--- config.mk ---
export PLATFORM = sky130hd
export DESIGN_NAME = prog_delay_fifo
export DESIGN_NICKNAME = d
export VERILOG_FILES = /design/src/rtl/prog_delay_fifo.sv
export SDC_FILE = /design/constraint.sdc
export NUM_CORES = 2
export LEC_CHECK = 0
export BUFFER_PORTS_ARGS = -buffer_cell sky130_fd_sc_hd__buf_2
export CAP_MARGIN = 5
export CORE_MARGIN = 5
export CORE_UTILIZATION = 60
export DETAILED_ROUTE_END_ITERATION = 16
export PLACE_DENSITY = 0.74
export SLEW_MARGIN = 5
export SYNTH_ARGS = -nofsm -noshare
export SYNTH_HDL_FRONTEND = slang
export SYNTH_SLANG_ARGS = --single-unit
--- constraint.sdc ---
create_clock -name clock -period 5.52 [get_ports clock]
set_clock_uncertainty 0.1 [all_clocks]
set_input_delay 0.276 -clock clock [delete_from_list [all_inputs] [get_ports clock]]
set_output_delay 0.276 -clock clock [all_outputs]
set_load 0.01 [all_outputs]
--- src/rtl/prog_delay_fifo.sv ---
// Runtime-programmable delay line built on a circular buffer.
// {validIn,dataIn} re-emerges cur_delay clocks later. A prime event
// (first cycle out of reset, cfg_load or flush) starts a new history.
// The output stays gated until the first sample of that history reaches
// the read side, so older samples never leak through.
module prog_delay_fifo #(
  parameter int WIDTH         = 32,
  parameter int MAX_DELAY     = 64,
  parameter int DLY_W         = 7,
  parameter int DEFAULT_DELAY = 3
) (
  input  logic             clock,
  input  logic             reset,
  input  logic             validIn,
  input  logic [WIDTH-1:0] dataIn,
  input  logic [DLY_W-1:0] delay_cfg,
  input  logic             cfg_load,
  input  logic             flush,
  output logic             validOut,
  output logic [WIDTH-1:0] dataOut,
  output logic             primed,
  output logic [DLY_W-1:0] cur_delay
);

  localparam int PTR_W = (MAX_DELAY > 1) ? $clog2(MAX_DELAY) : 1;
  localparam logic [DLY_W:0]   MAX_EXT = (DLY_W+1)'(MAX_DELAY);
  localparam logic [DLY_W-1:0] MAX_D   = DLY_W'(MAX_DELAY);
  localparam logic [PTR_W-1:0] LAST_PTR = PTR_W'(MAX_DELAY - 1);

  logic [WIDTH:0]     mem [MAX_DELAY];
  logic [PTR_W-1:0]   wrPtr;
  logic [PTR_W-1:0]   rdIdx;
  logic [WIDTH:0]     rdWord;
  logic [DLY_W-1:0]   curDelayQ;
  logic [DLY_W-1:0]   cfgClamped;
  logic [DLY_W-1:0]   nextDelay;
  logic [DLY_W-1:0]   primeCnt;
  logic               started;
  logic               primeEvent;
  logic               gateOut;
  logic [DLY_W:0]     rdSum;

  assign cur_delay = curDelayQ;

  // Clamp the requested delay into the legal 1..MAX_DELAY range.
  always_comb begin
    cfgClamped = delay_cfg;
    if (delay_cfg == '0) begin
      cfgClamped = DLY_W'(1);
    end else if (delay_cfg > MAX_D) begin
      cfgClamped = MAX_D;
    end
  end

  // Event detection, delay selection and output gate.
  always_comb begin
    primeEvent = !started || cfg_load || flush;
    nextDelay  = cfg_load ? cfgClamped : curDelayQ;
    // The countdown hitting zero means the event sample is being read now;
    // a fresh event on this edge overrides that.
    gateOut    = !primeEvent && (primeCnt == '0);
  end

  // Read index = (wrPtr - D) mod MAX_DELAY; with D = MAX_DELAY this is the
  // slot being overwritten, which works because the read uses the old contents.
  always_comb begin
    rdSum = (DLY_W+1)'(wrPtr) + MAX_EXT - {1'b0, curDelayQ};
    if (rdSum >= MAX_EXT) begin
      rdSum = rdSum - MAX_EXT;
    end
    rdIdx  = rdSum[PTR_W-1:0];
    rdWord = mem[rdIdx];
  end

  // Sample storage; contents need no reset because the gate hides them.
  always_ff @(posedge clock) begin
    mem[wrPtr] <= {validIn, dataIn};
  end

  // Pointer, delay register, priming countdown and registered outputs.
  always_ff @(posedge clock or negedge reset) begin
    if (!reset) begin
      started   <= 1'b0;
      curDelayQ <= DLY_W'(DEFAULT_DELAY);
      primeCnt  <= '0;
      wrPtr     <= '0;
      validOut  <= 1'b0;
      dataOut   <= '0;
      primed    <= 1'b0;
    end else begin
      started   <= 1'b1;
      curDelayQ <= nextDelay;
      wrPtr     <= (wrPtr == LAST_PTR) ? '0 : wrPtr + 1'b1;
      if (primeEvent) begin
        primeCnt <= nextDelay - 1'b1;
      end else if (primeCnt != '0) begin
        primeCnt <= primeCnt - 1'b1;
      end
      primed   <= gateOut;
      validOut <= gateOut && rdWord[WIDTH];
      dataOut  <= gateOut ? rdWord[WIDTH-1:0] : '0;
    end
  end

endmodule

==> impl_metrics.py <==
metrics = {
    "yosys": {
        "synth_fp_nets": 3918,
        "synth_cell_types": 43,
        "syn_area_per_cell_sq_um": 21.6,
        "synth_seq_cells": 2167,
        "synthCells": 3866,
        "yosysSeqAreaShare_pct": 77.8,
        "syn_area_sq_um": 83300,
        "ys.warnings.count": 0,
    },
    "clock_tree": {
        "cts-resized-gates": 0,
        "cts_buffer_depth": 3,
        "cts-hold-fix-buffers": 21,
        "cts-root-buf": "clkbuf_16",
        "cts_sinks": 2167,
        "cts-buffers-inserted": 203,
        "htree_levels": 4,
        "clk_pin_slew_ns": 0.06,
        "insertion_delay_ns": 0.82,
        "post_cts_buffers": 0,
        "cts_tree": "yes",
    },
    "die": {
        "die_h_um": 383,
        "ios": 85,
        "die_area_sq_um": 146000,
        "start_util_pct": 60.5,
        "core_area_sq_um": 138000,
        "die_w_um": 383,
        "row_count": 136,
    },
    "grt": {
        "grtUsageTotal_pct": 29.5,
        "grt_max_degree": 93,
        "antenna_found_initial": 11,
        "grt_pass1_wl_um": 305000,
        "grt.overflow.total": 0,
        "grt_pass1_vias": 42400,
    },
    "finish": {
        "syn2layout_area_growth_pct": 12.8,
        "layout_commonest_cell": "edfxtp_1",
        "n_fill_cell": 8230,
        "stdcell_count": 6099,
        "drive_gt1_share_pct": 27.0,
        "nets": 4182,
        "final_cell_mix": "2,112 x edfxtp_1, 528 x mux4_2, 274 x nand2_1",
    },
    "pwr": {
        "p_switching_w": 0.00808,
        "p_clk_share_pct": 39.3,
        "p_per_area_nw_per_um2": 377,
        "vdd_drop_max_mv": 0.330,
        "swShare_pct": 22.8,
        "p_leak_nw": 29.9,
        "pwr-share-comb_pct": 9.6,
        "p_int_w": 0.0273,
        "p_seq_share_pct": 51.1,
    },
    "sta": {
        "rsz0062_at_grt": "no",
        "tightest_slew_ns": 1.34,
        "worst_slack_ns": 0.471,
        "fin_crit_sh_pct": 91.5,
        "timing.final.max_slew_violations": 0,
        "slew_headroom_pct": 10.2,
        "finalSetupViolCount": 0,
        "period_needed_ns": 5.05,
        "finalHoldViolCount": 0,
        "setup_tns_ns": 0,
        "fmax_mhz": 198,
        "hold_slack_ns": 0.0118,
    },
    "placement": {
        "placed_cells": 5698,
        "dp_hpwl_um": 115000,
        "place.gp.congestion": 0.845,
        "numPortBuffers": 84,
        "post-place-ws_ns": 0.706,
    },
    "setup_path": {
        "path_class": "flop to flop",
        "critical_path_required_ns": 6.06,
        "path_max_fanout": 25,
        "critPathCaptureType": "flop",
        "crit_arrival_ns": 5.59,
        "crit_path_start_kind": "flop",
    },
    "drt": {
        "drc": 0,
        "drtPass1Iterations": 6,
        "antenna_left": 0,
        "vias": 42000,
        "viasPerCell": 6.88,
        "drtIter0Drc": 5884,
        "wl_per_cell_um": 34.9,
        "wirelength_um": 213000,
    },
    "status": {
        "status": "finished, final reports clean",
    },
    "worst_hold_path": {
        "hold_path_class": "input port to flop",
    },
    "job": {
        "maxCapViolCount": 0,
    },
}
-- final timing paths --
kind	startpoint	endpoint	slack, ns	depth (start not counted)
max	wrPtr[0]$_DFF_PN0_	dataOut[25]$_DFF_PN0_	0.47	11
min	dataIn[9]	mem[18][9]$_DFFE_PP_	0.01	2
max reg2reg	wrPtr[0]$_DFF_PN0_	dataOut[25]$_DFF_PN0_	0.47	11
min reg2reg	wrPtr[0]$_DFF_PN0_	wrPtr[0]$_DFF_PN0_	0.45	1
max in group asynchronous	reset	dataOut[24]$_DFF_PN0_	4.39	3
min in group asynchronous	reset	dataOut[27]$_DFF_PN0_	0.18	3
-- registers in the layout, summed over array words and instances, names as in the netlist --
name and flops:
dataOut 32, primeCnt 7, started 1, validOut 1, primed 1, cur_delay 7
wrPtr 6, mem 2112
-- final cells by class --
type	instances	area, sq um	area share (%)
Sequential cell	2167	64800	69.0
Tap cell	1794	2240	2.39
Clock inverter	103	1020	1.09
Antenna cell	3	7.51	0.00799
Multi-Input combinational cell	1461	17900	19.1
Timing Repair Buffer	288	2300	2.45
Clock buffer	274	5620	5.98
Inverter	9	33.8	0.0360
-- through the flow --
stage                     cell area (sq um)  total power (W)  util, %
after CTS                             94000           0.0355     68.2
after global placement                87100           0.0218     63.2
after floorplan                       83300           0.0204        -
after detailed placement              87100           0.0218     63.2
final                                 94000           0.0354     68.2
after global routing                  94000           0.0365     68.2
-- cell families (layout without fill, tap and decap cells) --
group                    count (synthesis)  in the layout  share of synthesized area [%]
buffers and inverters                  238            674                           1.40
multiplexers                           603            603                           15.2
AND/OR/NAND/NOR                        555            555                           2.99
adder cells (fa/ha/maj)                  8              8                          0.129
XOR/XNOR                                15             15                          0.194
flip-flops                            2167           2167                           77.8
other                                    1              4                        0.00450
AO/OA/AOI/OAI                          279            279                           2.34
-- Yosys cell counts, drive strengths merged --
cell	number	share of area [%]
a211oi	133	1.2
a21bo	1	0.012
a21o	1	0.0090
a21oi	7	0.047
a311o	1	0.012
a311oi	33	0.35
a31oi	32	0.24
and2	67	0.50
and3	33	0.25
buf	115	0.84
clkbuf	114	0.52
clkinv	1	0.0045
conb	1	0.0045
dfrtp	53	1.6
dfstp	2	0.063
edfxtp	2112	76
fa	1	0.024
ha	7	0.11
inv	8	0.036
mux2	3	0.041
mux2i	72	0.86
mux4	528	14
nand2	274	1.2
nand2b	3	0.023
nand3	76	0.46
nand3b	7	0.063
nor2	84	0.38
nor3	3	0.018
nor3b	1	0.0090
nor4	2	0.015
o21ai	38	0.23
o22ai	33	0.25
or3	5	0.038
xnor2	8	0.11
xor2	7	0.083
-- critical path: stages (launching register included) --
cell,delay [ns]
dfrtp_1,0.44
inv_1,0.15
ha_4,0.19
fa_4,1.16
buf_4,0.47
buf_4,0.41
mux4_2,0.35
and2_1,0.16
a211oi_1,0.23
a211oi_1,0.13
o21ai_1,0.82
o22ai_1,0.23
-- metal layers --
layer  share of wire (%)  GRT usage, %
met3                  13          8.86
met1                  36          41.4
met2                  47          45.4
met4                 3.7          9.82
met5               0.016             0
-- power by group through the flow --
stage	Clock (W)	Combinational, W	Sequential [W]
2_1_floorplan	0	0.00192	0.0184
3_3_place_gp	0	0.00331	0.0184
3_5_place_dp	0	0.00334	0.0184
4_1_cts	0.0140	0.00338	0.0181
5_1_grt	0.0148	0.00357	0.0181
6_report	0.0139	0.00339	0.0181
Power figures use the tool's default switching activity.
